File: config.mk
export PLATFORM = sky130hd
export DESIGN_NAME = rgb_pack_writer_flat
export DESIGN_NICKNAME = d
export VERILOG_FILES = /design/src/rtl/rgb_pack_writer_pkg.sv /design/src/rtl/rgb_pack_writer_if.sv /design/src/rtl/rgb_pack_writer_fifo.sv /design/src/rtl/rgb_pack_writer.sv /design/src/flat_wrapper.sv
export SDC_FILE = /design/constraint.sdc
export NUM_CORES = 2
export LEC_CHECK = 0
export CAP_MARGIN = 20
export CORE_UTILIZATION = 50
export CTS_CLUSTER_DIAMETER = 150
export CTS_CLUSTER_SIZE = 8
export DETAILED_ROUTE_END_ITERATION = 10
export GPL_TIMING_DRIVEN = 0
export PLACE_DENSITY = 0.68
export RECOVER_POWER = 50
export SLEW_MARGIN = 40
export SYNTH_ARGS = -nofsm -noshare
export SYNTH_HDL_FRONTEND = slang
export SYNTH_SLANG_ARGS = --single-unit
File: constraint.sdc
create_clock -name clk -period 13 [get_ports clk]
set_input_delay 3.25 -clock clk [delete_from_list [all_inputs] [get_ports clk]]
set_output_delay 3.25 -clock clk [all_outputs]
set_load 0.005 [all_outputs]
File: src/rtl/rgb_pack_writer_pkg.sv
// Shared types for the ISP RGB pack writer.
// Pixel/word layouts, write FSM states, channel saturation.
package isp_pkg;
  localparam int ADR_W = 32;

  typedef logic [63:0] mem_word_t;

  typedef struct packed {
    logic [7:0] a;
    logic [7:0] r;
    logic [7:0] g;
    logic [7:0] b;
  } pix8_t;

  typedef enum logic [1:0] {
    IDLE,
    RUN,
    FLUSH,
    DONE
  } wr_state_t;

  function automatic logic [7:0] sat8(
    input logic [15:0] c,
    input int unsigned sh
  );
    logic [15:0] s;
    s = c >> sh;
    return (s > 16'd255) ? 8'hFF : s[7:0];
  endfunction
endpackage

File: src/rtl/rgb_pack_writer_if.sv
// Frame-memory write port: word address/data with
// a wr_en/wr_ready handshake.
interface rgb_pack_writer_if;
  import isp_pkg::*;

  logic [ADR_W-1:0] wr_adr;
  mem_word_t        wr_data;
  logic             wr_en;
  logic             wr_ready;

  modport master (
    output wr_adr, wr_data, wr_en,
    input  wr_ready
  );

  modport slave (
    input  wr_adr, wr_data, wr_en,
    output wr_ready
  );
endinterface

File: src/rtl/rgb_pack_writer_fifo.sv
// First-word-fall-through word FIFO; rdata reads 0
// while empty so the write bus is quiet.
module sync_fifo #(
  parameter int WIDTH = 64,
  parameter int DEPTH = 8
) (
  input  logic             clk,
  input  logic             reset,
  input  logic             push,
  input  logic             pop,
  input  logic [WIDTH-1:0] wdata,
  output logic [WIDTH-1:0] rdata,
  output logic             full,
  output logic             empty
);
  localparam int AW = $clog2(DEPTH);

  logic [WIDTH-1:0] r_mem [DEPTH];
  logic [AW:0]      r_wp;
  logic [AW:0]      r_rp;

  assign empty = (r_wp == r_rp);
  assign full  = (r_wp[AW] != r_rp[AW]) &&
                 (r_wp[AW-1:0] == r_rp[AW-1:0]);
  assign rdata = empty ? '0 : r_mem[r_rp[AW-1:0]];

  always_ff @(posedge clk) begin
    if (push) r_mem[r_wp[AW-1:0]] <= wdata;
  end

  always_ff @(posedge clk or posedge reset) begin
    if (reset) begin
      r_wp <= '0;
      r_rp <= '0;
    end else begin
      if (push)          r_wp <= r_wp + 1'b1;
      if (pop && !empty) r_rp <= r_rp + 1'b1;
    end
  end
endmodule

File: src/rtl/rgb_pack_writer.sv
// Saturates 16-bit RGB to 8 bits, packs two pixels per
// 64-bit word and writes a frame to consecutive addresses.
module rgb_pack_writer
  import isp_pkg::*;
#(
  parameter int unsigned IN_SHIFT   = 4,
  parameter int          FIFO_DEPTH = 8
) (
  input  logic             clk,
  input  logic             reset,
  input  logic             start,
  input  logic [ADR_W-1:0] base_adr,
  input  logic [15:0]      crop_width,
  input  logic [15:0]      crop_height,
  input  logic             cc_data_valid,
  input  logic [15:0]      red,
  input  logic [15:0]      green,
  input  logic [15:0]      blue,
  output logic             overflow,
  output logic             done,
  rgb_pack_writer_if.master wr
);
  wr_state_t r_state;
  wr_state_t w_next;

  logic [ADR_W-1:0] r_base;
  logic [31:0]      r_total;
  logic [31:0]      r_nwords;
  logic [31:0]      r_pix_cnt;
  logic [31:0]      r_wr_cnt;
  logic [31:0]      r_drops;
  mem_word_t        r_pack;
  logic             r_push;
  logic             r_overflow;

  logic [31:0] w_total;
  pix8_t       w_pix;
  logic        w_full;
  logic        w_empty;
  logic        w_pop;
  logic        w_fire;
  logic        w_drop;
  logic        w_accept;
  logic        w_start_ok;

  assign w_total = 32'(crop_width) * 32'(crop_height);
  assign w_pix   = {8'h00, sat8(red, IN_SHIFT),
                    sat8(green, IN_SHIFT),
                    sat8(blue, IN_SHIFT)};

  assign w_start_ok = start &&
                      (r_state == IDLE || r_state == DONE);
  assign w_accept   = (r_state == RUN) && cc_data_valid &&
                      (r_pix_cnt != r_total);
  assign w_pop      = wr.wr_en && wr.wr_ready;
  // A pop frees a slot in the same cycle, so a full FIFO
  // can still take the word if it is also being drained.
  assign w_fire     = r_push && (!w_full || w_pop);
  assign w_drop     = r_push && !w_fire;

  assign wr.wr_en  = !w_empty;
  assign wr.wr_adr = r_base + r_wr_cnt;
  assign overflow  = r_overflow;
  assign done      = (r_state == DONE);

  sync_fifo #(
    .WIDTH (64),
    .DEPTH (FIFO_DEPTH)
  ) u_fifo (
    .clk   (clk),
    .reset (reset),
    .push  (w_fire),
    .pop   (w_pop),
    .wdata (r_pack),
    .rdata (wr.wr_data),
    .full  (w_full),
    .empty (w_empty)
  );

  always_ff @(posedge clk or posedge reset) begin
    if (reset) r_state <= IDLE;
    else       r_state <= w_next;
  end

  always_comb begin
    w_next = r_state;
    unique case (r_state)
      IDLE, DONE: begin
        if (start) w_next = (w_total == '0) ? DONE : RUN;
      end
      RUN: begin
        if (r_push && r_pix_cnt == r_total) w_next = FLUSH;
      end
      FLUSH: begin
        if (r_wr_cnt == r_nwords - r_drops) w_next = DONE;
      end
      default: w_next = IDLE;
    endcase
  end

  always_ff @(posedge clk or posedge reset) begin
    if (reset) begin
      r_base     <= '0;
      r_total    <= '0;
      r_nwords   <= '0;
      r_pix_cnt  <= '0;
      r_wr_cnt   <= '0;
      r_drops    <= '0;
      r_pack     <= '0;
      r_push     <= 1'b0;
      r_overflow <= 1'b0;
    end else begin
      r_push <= 1'b0;
      if (w_start_ok) begin
        r_base     <= base_adr;
        r_total    <= w_total;
        r_nwords   <= 32'(({1'b0, w_total} + 33'd1) >> 1);
        r_pix_cnt  <= '0;
        r_wr_cnt   <= '0;
        r_drops    <= '0;
        r_pack     <= '0;
        r_overflow <= 1'b0;
      end else begin
        if (w_pop) r_wr_cnt <= r_wr_cnt + 32'd1;
        if (w_drop) begin
          r_drops    <= r_drops + 32'd1;
          r_overflow <= 1'b1;
        end
        if (w_accept) begin
          r_pix_cnt <= r_pix_cnt + 32'd1;
          if (!r_pix_cnt[0]) begin
            r_pack <= {32'h0, w_pix};
            r_push <= (r_pix_cnt + 32'd1 == r_total);
          end else begin
            r_pack[63:32] <= w_pix;
            r_push        <= 1'b1;
          end
        end
      end
    end
  end
endmodule
File: src/flat_wrapper.sv
// flat-port wrapper written by rule: the top's interface ports become plain ports
module rgb_pack_writer_flat import isp_pkg::*;
#(
  parameter int unsigned IN_SHIFT   = 4,
  parameter int          FIFO_DEPTH = 8
)
  (clk, reset, start, base_adr, crop_width, crop_height, cc_data_valid, red, green, blue, overflow, done, wr_wr_adr, wr_wr_data, wr_wr_en, wr_wr_ready);
  rgb_pack_writer_if wr_i ();
  input  logic clk;
  input  logic reset;
  input  logic start;
  input  logic [ADR_W-1:0] base_adr;
  input  logic [15:0] crop_width;
  input  logic [15:0] crop_height;
  input  logic cc_data_valid;
  input  logic [15:0] red;
  input  logic [15:0] green;
  input  logic [15:0] blue;
  output logic overflow;
  output logic done;
  output wire logic [$bits(wr_i.wr_adr)-1:0] wr_wr_adr;
  output wire logic [$bits(wr_i.wr_data)-1:0] wr_wr_data;
  output wire logic [$bits(wr_i.wr_en)-1:0] wr_wr_en;
  input wire logic [$bits(wr_i.wr_ready)-1:0] wr_wr_ready;
  assign wr_wr_adr = wr_i.wr_adr;
  assign wr_wr_data = wr_i.wr_data;
  assign wr_wr_en = wr_i.wr_en;
  assign wr_i.wr_ready = wr_wr_ready;
  rgb_pack_writer #(.IN_SHIFT(IN_SHIFT), .FIFO_DEPTH(FIFO_DEPTH)) u_core (.clk(clk), .reset(reset), .start(start), .base_adr(base_adr), .crop_width(crop_width), .crop_height(crop_height), .cc_data_valid(cc_data_valid), .red(red), .green(green), .blue(blue), .overflow(overflow), .done(done), .wr(wr_i));
endmodule
==> summary.md <==
| Metric | Value |
|---|---|
| Status | finished with violations |
| Failing checks | max-capacitance violations, max-slew violations |
| Most Frequent Cell on Critical Path | fa_1 |
| Final Hold Viols | 0 |
| Unique masters post-synth | 89 |
| Num rows | between 100 and 150 |
| Final setup viols | 0 |
| Worst slew margin | -123% |
| Synthesis-stage register bit count | approximately 640 |
| Resize count post-CTS | 0 |
| Routed WL | around 100 mm |
| TritonCTS Sinks | 636 |
| CTS Buf Count | 89 |
| Drt first pass iters | 6 |
| Initial DRC Count | about 2200 |
| Clock Skew | about 0.05 ns |
| Cell area after synthesis | approximately 40000 um2 |
| Post-Syn Instances | around 3600 |
| Layout area overhead | 16.4% |
| Final Wtd Congestion | around 0.92 |
| Clock transition at path regs | roughly 0.05 ns |
| Dpl ws | around 1.2 ns |
| Hold-fix buffers, CTS | 0 |
| Yosys Warn Count | 0 |
| DP HPWL | ~79 mm |
| Seq/Total Area, Yosys | 44.8% |
| Layout cell share with drive strength beyond 1 | around 8.5% |
| RSZ-0062 raised after global routing | no |
| Die area | just over 80000 um2 |
| CTS tree | built |
| First-pass GRT wire length | 163 mm |
| Crit Path Class | input port to flop |
| Total power | about 11000 uW |
| Antenna-violating nets left | 0 |
| Die Y | about 280 um |
| Clk buf depth | 3 |
| FMAX | about 0.09 GHz |
| Die W | around 280 um |
| Max-slew violations | between 150 and 200 |
| Slowest CP cell | clkdlybuf4s50_1 |
| Most frequent cells in the layout | nand2_1, edfxtp_1, inv_1 |
| Largest net degree at the start of global routing | 77 |
| Initial Util | between 50% and 60% |
| Fillers | between 6000 and 7000 |
| Max-cap violations | 3 |
| P_leak | roughly 0.019 uW |
| Crit start category | input port |
| Power Dens Cells | 245 nW/um2 |
| Ports | around 220 |
| Worst Tran Pin Value | 3.35 ns |
| Core area | 78900 um2 |
| Worst vdd ir | 0.000359 V |
| Clk_lat worst skew | about 0.65 ns |
| CTS Root Buffer Type | clkbuf_16 |
| Hold Path Class | flop to flop |
| Post-synth ARST share | approximately two fifths |
| GR Overflow Total | 0 |
| Final-stage net count | approximately 4500 |
| EDFF count, synth | 384 |
| Crit-path max FO | 10 |
| Crit path DAT | roughly 12 ns |
| Number of buffers added for setup after CTS | 0 |
| Gr usage total | about 26% |
| Commonest non-fill, non-tap cell in the layout | nand2_1 |
| Syn Area/Cell | between 10 and 15 um2 |
| Initial antenna violation count | 2 |
| Min Hold Slack | approximately 0.48 ns |
| Number of buffers added on ports | around 190 |
| Top_reg_cell synth | edfxtp_1 |
| Final period utilization | between 80% and 90% |
| Drt wl/cell | 20.4 um |
| Via density | approximately 5.6 |
| Drt drc | 0 |
| H-tree levels | 3 |
| DR vias | approximately 29000 |
| Min Clock Period, post-route | about 11 ns |
| Crit. End Element | flop |
| Crit-path max cell delay | 0.78 ns |
| Worst setup margin | 1.72 ns |
| Vias in the first global route | around 29000 |
| CP required | between 10 and 15 ns |
[cell usage after synthesis, types with 17 or more instances]
| cell | n | share of area [%] |
|---|---|---|
| ha_1 | 176 | 5.5 |
| mux2i_1 | 58 | 1.5 |
| or3_1 | 28 | 0.44 |
| mux4_2 | 96 | 5.4 |
| edfxtp_1 | 384 | 29 |
| nand2_1 | 469 | 4.4 |
| nor4_1 | 23 | 0.36 |
| nor3_1 | 59 | 0.74 |
| dfrtp_1 | 252 | 16 |
| and3_1 | 17 | 0.27 |
| xor2_1 | 96 | 2.1 |
| fa_1 | 196 | 9.9 |
| nand4_1 | 51 | 0.80 |
| buf_1 | 23 | 0.22 |
| a21oi_1 | 140 | 1.8 |
| a211oi_1 | 39 | 0.74 |
| o21ai_0 | 122 | 1.5 |
| and2_1 | 127 | 2.0 |
| clkbuf_1 | 137 | 1.3 |
| a21o_1 | 34 | 0.64 |
| xnor2_1 | 158 | 3.5 |
| nor2_1 | 287 | 2.7 |
| inv_1 | 307 | 2.9 |
| nand3b_1 | 30 | 0.57 |
| nand3_1 | 76 | 0.95 |
[routing by layer]
| layer | wire length (um) | global-route usage (%) |
|---|---|---|
| met1 | 43100 | 33.9 |
| met2 | 51200 | 43.4 |
| met3 | 6220 | 4.37 |
| met4 | 3940 | 9.85 |
| met5 | 26 | 0 |
[critical path: cells and delay by family]
| family | cells | cell delay [ns] |
|---|---|---|
| AND/OR/NAND/NOR | 6 | 2.07 |
| adder cells (fa/ha/maj) | 7 | 3.24 |
| XOR/XNOR | 1 | 0.56 |
| AO/OA/AOI/OAI | 4 | 0.91 |
| buffers and inverters | 7 | 1.78 |
[where the power goes]
part	leakage, uW	internal (uW)	switching, uW
clock network	0.00125	1300	878
logic	0.0114	2630	3940
registers	0.00654	2430	167
[state kept, by name (all words and copies together), names as in the netlist]
name,flops
u_core.u_fifo.r_wp,4
u_core.u_fifo.r_mem,384
u_core.r_pix_cnt,32
u_core.u_fifo.r_rp,4
u_core.r_nwords,32
u_core.r_drops,32
u_core.r_base,32
u_core.r_push,1
u_core.r_pack,48
u_core.overflow,1
u_core.r_total,32
u_core.r_wr_cnt,32
u_core.r_state,2
[cell type report]
type / instances / area, um2 / share of cell area [%]
Clock buffer: 142 / 2430 / 5.23
Timing Repair Buffer: 277 / 2470 / 5.33
Antenna cell: 2 / 5.00 / 0.0108
Buffer: 180 / 768 / 1.66
Inverter: 307 / 1150 / 2.49
Sequential cell: 636 / 17800 / 38.5
Clock inverter: 8 / 220 / 0.475
Multi-Input combinational cell: 2532 / 20200 / 43.5
Tap cell: 1050 / 1310 / 2.83
[cells by family after synthesis]
family,after synthesis,share of synthesized area [%]
other,1,0.00941
buffers and inverters,487,4.75
adder cells (fa/ha/maj),372,15.4
flip-flops,636,44.8
multiplexers,157,6.97
AND/OR/NAND/NOR,1250,14.8
AO/OA/AOI/OAI,483,7.67
XOR/XNOR,254,5.59
[stage by stage]
| stage | util (%) | std cells | TNS [ns] | area, um2 |
|---|---|---|---|---|
| after floorplan | - | 3655 | 0 | 39900 |
| after global placement | 54.6 | 4892 | -438.73 | 43100 |
| after detailed placement | 55.6 | 4982 | 0 | 43800 |
| after CTS | 58.9 | 5132 | 0 | 46500 |
| after global routing | 58.8 | 5132 | 0 | 46400 |
| final | 58.8 | 5134 | 0 | 46400 |
[worst paths after layout]
| kind | startpoint | end | slack (ns) | depth (start not counted) |
|---|---|---|---|---|
| max | crop_height[3] | u_core.r_nwords[28] | 1.72 | 25 |
| min | u_core.r_base[24] | u_core.r_base[24] | 0.48 | 2 |
| max reg2reg | u_core.r_drops[7] | u_core.r_state[1] | 8.67 | 13 |
| min reg2reg | u_core.r_base[24] | u_core.r_base[24] | 0.48 | 2 |
| max in group asynchronous | reset | u_core.r_total[2] | 2.83 | 4 |
| min in group asynchronous | reset | u_core.r_base[0] | 3.92 | 2 |
(Power assumes the default switching activity.)
